==> src/rtl/mem_burst_reader.sv <==
// Burst read initiator: issues sequential word reads, buffers returns in a credit-limited FIFO.
// Optional bounds checking is compiled in with `define MEM_BURST_READER_BOUNDS_EN.
`timescale 1ns/1ps

package config_pkg;
  parameter int MEM_WORDS = 256;
endpackage

module mem_burst_reader #(
  parameter int FIFO_DEPTH = 4,
  parameter int MEM_WORDS  = config_pkg::MEM_WORDS
) (
  input  logic        clk,
  input  logic        rst_n,
  input  logic        cmd_valid,
  output logic        cmd_ready,
  input  logic [31:0] cmd_addr,
  input  logic [15:0] cmd_len,
  output logic        out_valid,
  input  logic        out_ready,
  output logic [31:0] out_data,
  output logic        out_last,
  output logic        busy,
  output logic        done,
  output logic        err,
  output logic        mem_read_en,
  output logic [31:0] mem_read_addr,
  input  logic [31:0] mem_read_data,
  input  logic        mem_read_valid
);

  localparam int AW = $clog2(FIFO_DEPTH);
  localparam logic [AW+1:0] DEPTH_W = (AW+2)'(FIFO_DEPTH);

  typedef enum logic [1:0] {IDLE, RUN, DRAIN} state_t;

  state_t        state_q, state_d;
  logic [31:0]   addr_q, addr_d;
  logic [15:0]   remaining_q, remaining_d;
  logic [15:0]   len_q, len_d;
  logic [15:0]   returned_q, returned_d;
  logic [AW:0]   inflight_q, inflight_d;
  logic [AW:0]   count_q, count_d;
  logic [AW-1:0] wr_ptr_q, wr_ptr_d;
  logic [AW-1:0] rd_ptr_q, rd_ptr_d;
  logic [31:0]   fifo_data_q [FIFO_DEPTH];
  logic [31:0]   fifo_data_d [FIFO_DEPTH];
  logic          fifo_last_q [FIFO_DEPTH];
  logic          fifo_last_d [FIFO_DEPTH];
  logic          done_q, done_d;
  logic          err_q, err_d;

  logic accept;
  logic issue;
  logic push;
  logic pop;
  logic oob;

`ifdef MEM_BURST_READER_BOUNDS_EN
  logic [32:0] end_addr;
  assign end_addr = {1'b0, cmd_addr} + {17'b0, cmd_len};
  assign oob      = end_addr > 33'(MEM_WORDS);
`else
  logic unused_mem_words;
  assign unused_mem_words = ^MEM_WORDS;
  assign oob              = 1'b0;
`endif

  assign accept = cmd_valid && (state_q == IDLE);
  // Credits cover both words already buffered and reads still in flight.
  assign issue  = (state_q == RUN) && (remaining_q != '0) &&
                  (({1'b0, count_q} + {1'b0, inflight_q}) < DEPTH_W);
  assign push   = mem_read_valid && (inflight_q != '0);
  assign pop    = (count_q != '0) && out_ready;

  always_comb begin
    state_d     = state_q;
    addr_d      = addr_q;
    remaining_d = remaining_q;
    len_d       = len_q;
    returned_d  = returned_q;
    inflight_d  = inflight_q;
    count_d     = count_q;
    wr_ptr_d    = wr_ptr_q;
    rd_ptr_d    = rd_ptr_q;
    fifo_data_d = fifo_data_q;
    fifo_last_d = fifo_last_q;
    done_d      = 1'b0;
    err_d       = 1'b0;

    case (state_q)
      IDLE: begin
        if (accept) begin
          addr_d      = cmd_addr;
          remaining_d = cmd_len;
          len_d       = cmd_len;
          returned_d  = '0;
          if (oob) begin
            done_d = 1'b1;
            err_d  = 1'b1;
          end else if (cmd_len == '0) begin
            done_d = 1'b1;
          end else begin
            state_d = RUN;
          end
        end
      end
      RUN: begin
        if (issue) begin
          addr_d      = addr_q + 32'd1;
          remaining_d = remaining_q - 16'd1;
          if (remaining_q == 16'd1) state_d = DRAIN;
        end
      end
      DRAIN: begin
        if (pop && fifo_last_q[rd_ptr_q]) begin
          state_d = IDLE;
          done_d  = 1'b1;
        end
      end
      default: state_d = IDLE;
    endcase

    case ({issue, push})
      2'b10:   inflight_d = inflight_q + 1'b1;
      2'b01:   inflight_d = inflight_q - 1'b1;
      default: inflight_d = inflight_q;
    endcase

    if (push) begin
      fifo_data_d[wr_ptr_q] = mem_read_data;
      fifo_last_d[wr_ptr_q] = (returned_q + 16'd1) == len_q;
      returned_d            = returned_q + 16'd1;
      wr_ptr_d              = wr_ptr_q + 1'b1;
    end
    if (pop) rd_ptr_d = rd_ptr_q + 1'b1;

    case ({push, pop})
      2'b10:   count_d = count_q + 1'b1;
      2'b01:   count_d = count_q - 1'b1;
      default: count_d = count_q;
    endcase
  end

  always_ff @(posedge clk or negedge rst_n) begin
    if (!rst_n) begin
      state_q     <= IDLE;
      addr_q      <= '0;
      remaining_q <= '0;
      len_q       <= '0;
      returned_q  <= '0;
      inflight_q  <= '0;
      count_q     <= '0;
      wr_ptr_q    <= '0;
      rd_ptr_q    <= '0;
      fifo_data_q <= '{default: '0};
      fifo_last_q <= '{default: 1'b0};
      done_q      <= 1'b0;
      err_q       <= 1'b0;
    end else begin
      state_q     <= state_d;
      addr_q      <= addr_d;
      remaining_q <= remaining_d;
      len_q       <= len_d;
      returned_q  <= returned_d;
      inflight_q  <= inflight_d;
      count_q     <= count_d;
      wr_ptr_q    <= wr_ptr_d;
      rd_ptr_q    <= rd_ptr_d;
      fifo_data_q <= fifo_data_d;
      fifo_last_q <= fifo_last_d;
      done_q      <= done_d;
      err_q       <= err_d;
    end
  end

  assign cmd_ready     = (state_q == IDLE);
  assign busy          = (state_q != IDLE);
  assign out_valid     = (count_q != '0);
  assign out_data      = fifo_data_q[rd_ptr_q];
  assign out_last      = out_valid && fifo_last_q[rd_ptr_q];
  assign done          = done_q;
  assign err           = err_q;
  assign mem_read_en   = issue;
  assign mem_read_addr = addr_q;

endmodule
==> config.mk <==
export PLATFORM = sky130hd
export DESIGN_NAME = mem_burst_reader
export DESIGN_NICKNAME = d
export VERILOG_FILES = /design/src/rtl/mem_burst_reader.sv
export SDC_FILE = /design/constraint.sdc
export NUM_CORES = 1
export LEC_CHECK = 0
export CAP_MARGIN = 20
export CORE_MARGIN = 10
export CORE_UTILIZATION = 63
export CTS_BUF_LIST = sky130_fd_sc_hd__clkbuf_4
export DETAILED_ROUTE_END_ITERATION = 7
export DONT_BUFFER_PORTS = 1
export PLACE_DENSITY = 0.77
export SETUP_SLACK_MARGIN = 0.1
export SYNTH_ARGS = -nofsm -noshare
export SYNTH_HDL_FRONTEND = slang
export SYNTH_SLANG_ARGS = --single-unit
==> constraint.sdc <==
create_clock -name clk -period 7 [get_ports clk]
set_clock_uncertainty 0.2 [all_clocks]
set_input_delay 1.4 -clock clk [delete_from_list [all_inputs] [get_ports clk]]
set_output_delay 1.4 -clock clk [all_outputs]
set_load 0.01 [all_outputs]
==> impl_metrics.tcl <==
set metrics [dict create \
    status "finished clean" \
    drt_iter0_drc 526 \
    switching_share 0.382 \
    routed_wl_um 25000 \
    ir_drop_uv 581 \
    dpl.cell_count 1138 \
    p_leak_nw 5.09 \
    cp-start-kind "flip-flop" \
    drtAntennaViolNets 0 \
    crit_buf_inv 1 \
    arrival_ns 2.63 \
    synth_fp_nets 1066 \
    yosysTopAreaCellShare 0.501 \
    hold_buffers 0 \
    p_per_area_nw_per_um2 475 \
    grt_start_max_net_pins 226 \
    synth_common_cells "225 x dfrtp_1, 142 x mux2_2, 69 x o21ai_0" \
    power_mw 5.71 \
    hold_path_class "input pin to asynchronous set/reset pin" \
    grt_pass1_vias 8030 \
    synthToLayoutAreaGrowth_pct 6.86 \
    final.min_clock_period_ns 4.23 \
    cts_buffers 56 \
    h-tree-depth 2 \
    ys_seq_elements 225 \
    period_share 0.604 \
    tightest_slew_ns 1.04 \
    final_nets 1071 \
    ys_async_sr_fraction 1.00 \
    p_sw_mw 2.18 \
    fin_cells 1230 \
    dieArea_um2 23600 \
    gp_congestion 0.903 \
    pwr-share-comb 0.404 \
    cp_data_required_time_ns 5.40 \
    worst_hold_slack_ns 0.202 \
    cts_resized 0 \
    clk_pin_slew_ns 0.06 \
    chipHeight_um 154 \
    synth_cell_types 66 \
    maxSlewViolCount 0 \
    viasPerCell 6.32 \
    synth_most_common_cell "dfrtp_1" \
    cts_root_buf "clkbuf_4" \
    synth_area_per_cell_um2 11.6 \
    nFillCells 1279 \
    pin_count 156 \
    die_x_um 154 \
    synth_area_leaders "dfrtp_1 50%, mux2_2 14%, mux4_2 6.6%" \
    drive_gt1_frac 0.282 \
    path_cells "buf_4, mux4_2, and2_1" \
    overflow 0 \
    synth_largest_area_cell "dfrtp_1" \
    postCtsSetupRepairBufs 0 \
    cp_max_fo 20 \
    power.internal_mw 3.53 \
    drv_cap 0 \
    synth-main-ff-cell "dfrtp_1" \
    place_ws_ns 3.41 \
    drc_errors 0 \
    setup_viol 0 \
    clock_power_share 0.178 \
    clockBufferDepth 3 \
    worstSkewPairLatency_ns 0.68 \
    critPathKind "flip-flop to output port" \
    power_frac_seq 0.418 \
    postPlaceCellArea_um2 11400 \
    synth-edff-count 0 \
    syn_area_um2 11200 \
    dp_hpwl_um 16600 \
    port_buffers 0 \
    fp-row-count 48 \
    final_area_um2 12000 \
    critPathMaxStageDelay_ns 0.95 \
    rsz0062_at_grt "no" \
    grt_pass1_wl_um 41300 \
    netlist_instances 966 \
    maxSlewHeadroom 0.310 \
    cp_top_family "flip-flops" \
    fin_util 0.689 \
    wire_per_inst_um 20.3 \
    grt_usage 0.208 \
    grt_antenna_before_repair 1 \
    cts_tree "built" \
    end_kind "output port" \
    synth-seq-area-share 0.501 \
    final_hold_viol_count 0 \
    setup_slack_ns 2.77 \
    core_um2 17400 \
    clock_sinks 225 \
    fin_setup_tns_ns 0 \
    rrSetupSlack_ns 3.61 \
    yosysWarnings 0 \
    fmaxAchievable_mhz 237 \
    start_util 0.645 \
    first_pass_iters 5 \
    via_count 7770 \
    crit_slowest_cell "dfrtp_1" \
]
==> sequential cells by signal, indices dropped and copies added (netlist names), 3 cells and up <==
register,flops
fifo_data_q,128
mem_read_addr,32
len_q,16
remaining_q,16
returned_q,16
fifo_last_q,4
count_q,3
inflight_q,3
==> power groups by stage <==
stage | registers, mW | clock network (mW) | logic [mW]
6_report | 2.39 | 1.02 | 2.31
5_1_grt | 2.46 | 1.12 | 2.56
4_1_cts | 2.39 | 1.05 | 2.33
3_5_place_dp | 2.41 | 0 | 2.33
3_3_place_gp | 2.38 | 0 | 2.25
2_1_floorplan | 2.22 | 0 | 2.00
==> placed cells by master (no fill, tap or decap), types with 3 or more instances in the layout <==
| master | synthesis | routed |
|---|---|---|
| xor2_1 | 12 | 12 |
| clkbuf_4 | 0 | 79 |
| a21oi_1 | 51 | 51 |
| and4_1 | 9 | 9 |
| a211oi_1 | 3 | 3 |
| or4_1 | 3 | 3 |
| o32ai_1 | 3 | 3 |
| and2_1 | 4 | 4 |
| a22oi_1 | 5 | 5 |
| mux4_2 | 33 | 33 |
| o21ai_1 | 5 | 4 |
| a31oi_1 | 10 | 10 |
| mux2_2 | 142 | 142 |
| ha_1 | 13 | 13 |
| nand4_1 | 13 | 13 |
| inv_1 | 22 | 22 |
| and3_1 | 9 | 9 |
| clkinv_1 | 0 | 7 |
| nor3_1 | 14 | 14 |
| o31ai_1 | 5 | 4 |
| nand3_1 | 29 | 29 |
| a2bb2oi_1 | 6 | 6 |
| xnor2_1 | 18 | 18 |
| a32oi_1 | 4 | 4 |
| nor4_1 | 6 | 6 |
| or3_1 | 8 | 8 |
| o211ai_1 | 7 | 7 |
| o21ai_0 | 69 | 69 |
| dfrtp_1 | 225 | 224 |
| o21a_1 | 4 | 4 |
| o22a_1 | 6 | 6 |
| o22ai_1 | 12 | 12 |
| nor2_1 | 50 | 50 |
| nand2_1 | 65 | 64 |
| buf_4 | 4 | 9 |
==> cell type report <==
cell class | instances | area [um^2] | share of cell area
clock buffers | 79 | 593 | 0.0494
repair buffers | 9 | 67.6 | 0.00563
inverters | 23 | 86.3 | 0.00719
multi-input cells | 656 | 5290 | 0.441
flip-flops and latches | 225 | 5630 | 0.469
diodes | 2 | 5.00 | 0.000417
clock inverters | 11 | 52.6 | 0.00438
well taps | 225 | 282 | 0.0234
==> worst paths after layout <==
kind / start / end / depth (start not counted)
setup / recovery: rd_ptr_q[1] / out_last / 3
hold / removal: rst_n / fifo_data_q[84] / 0
setup reg to reg: remaining_q[10] / inflight_q[2] / 11
hold reg to reg: rd_ptr_q[0] / rd_ptr_q[0] / 1
max in group asynchronous: rst_n / fifo_data_q[71] / 0
min in group clk: rd_ptr_q[0] / rd_ptr_q[0] / 1
==> kinds of logic after synthesis <==
family | synth area share
other | 0.000334
AOI/OAI and AO/OA | 0.113
xor gates and xnor gates | 0.0234
muxes | 0.210
and+or+nand+nor | 0.103
adders and majority gates | 0.0180
buffers and inverters | 0.0307
DFF | 0.501
==> metal layers <==
layer  wire (um)  GRT usage
met5           0          0
met4         445     0.0652
met3        1950     0.0550
met1       10500      0.268
met2       12100      0.335
Note: power is estimated with default switching activity, not from simulation.
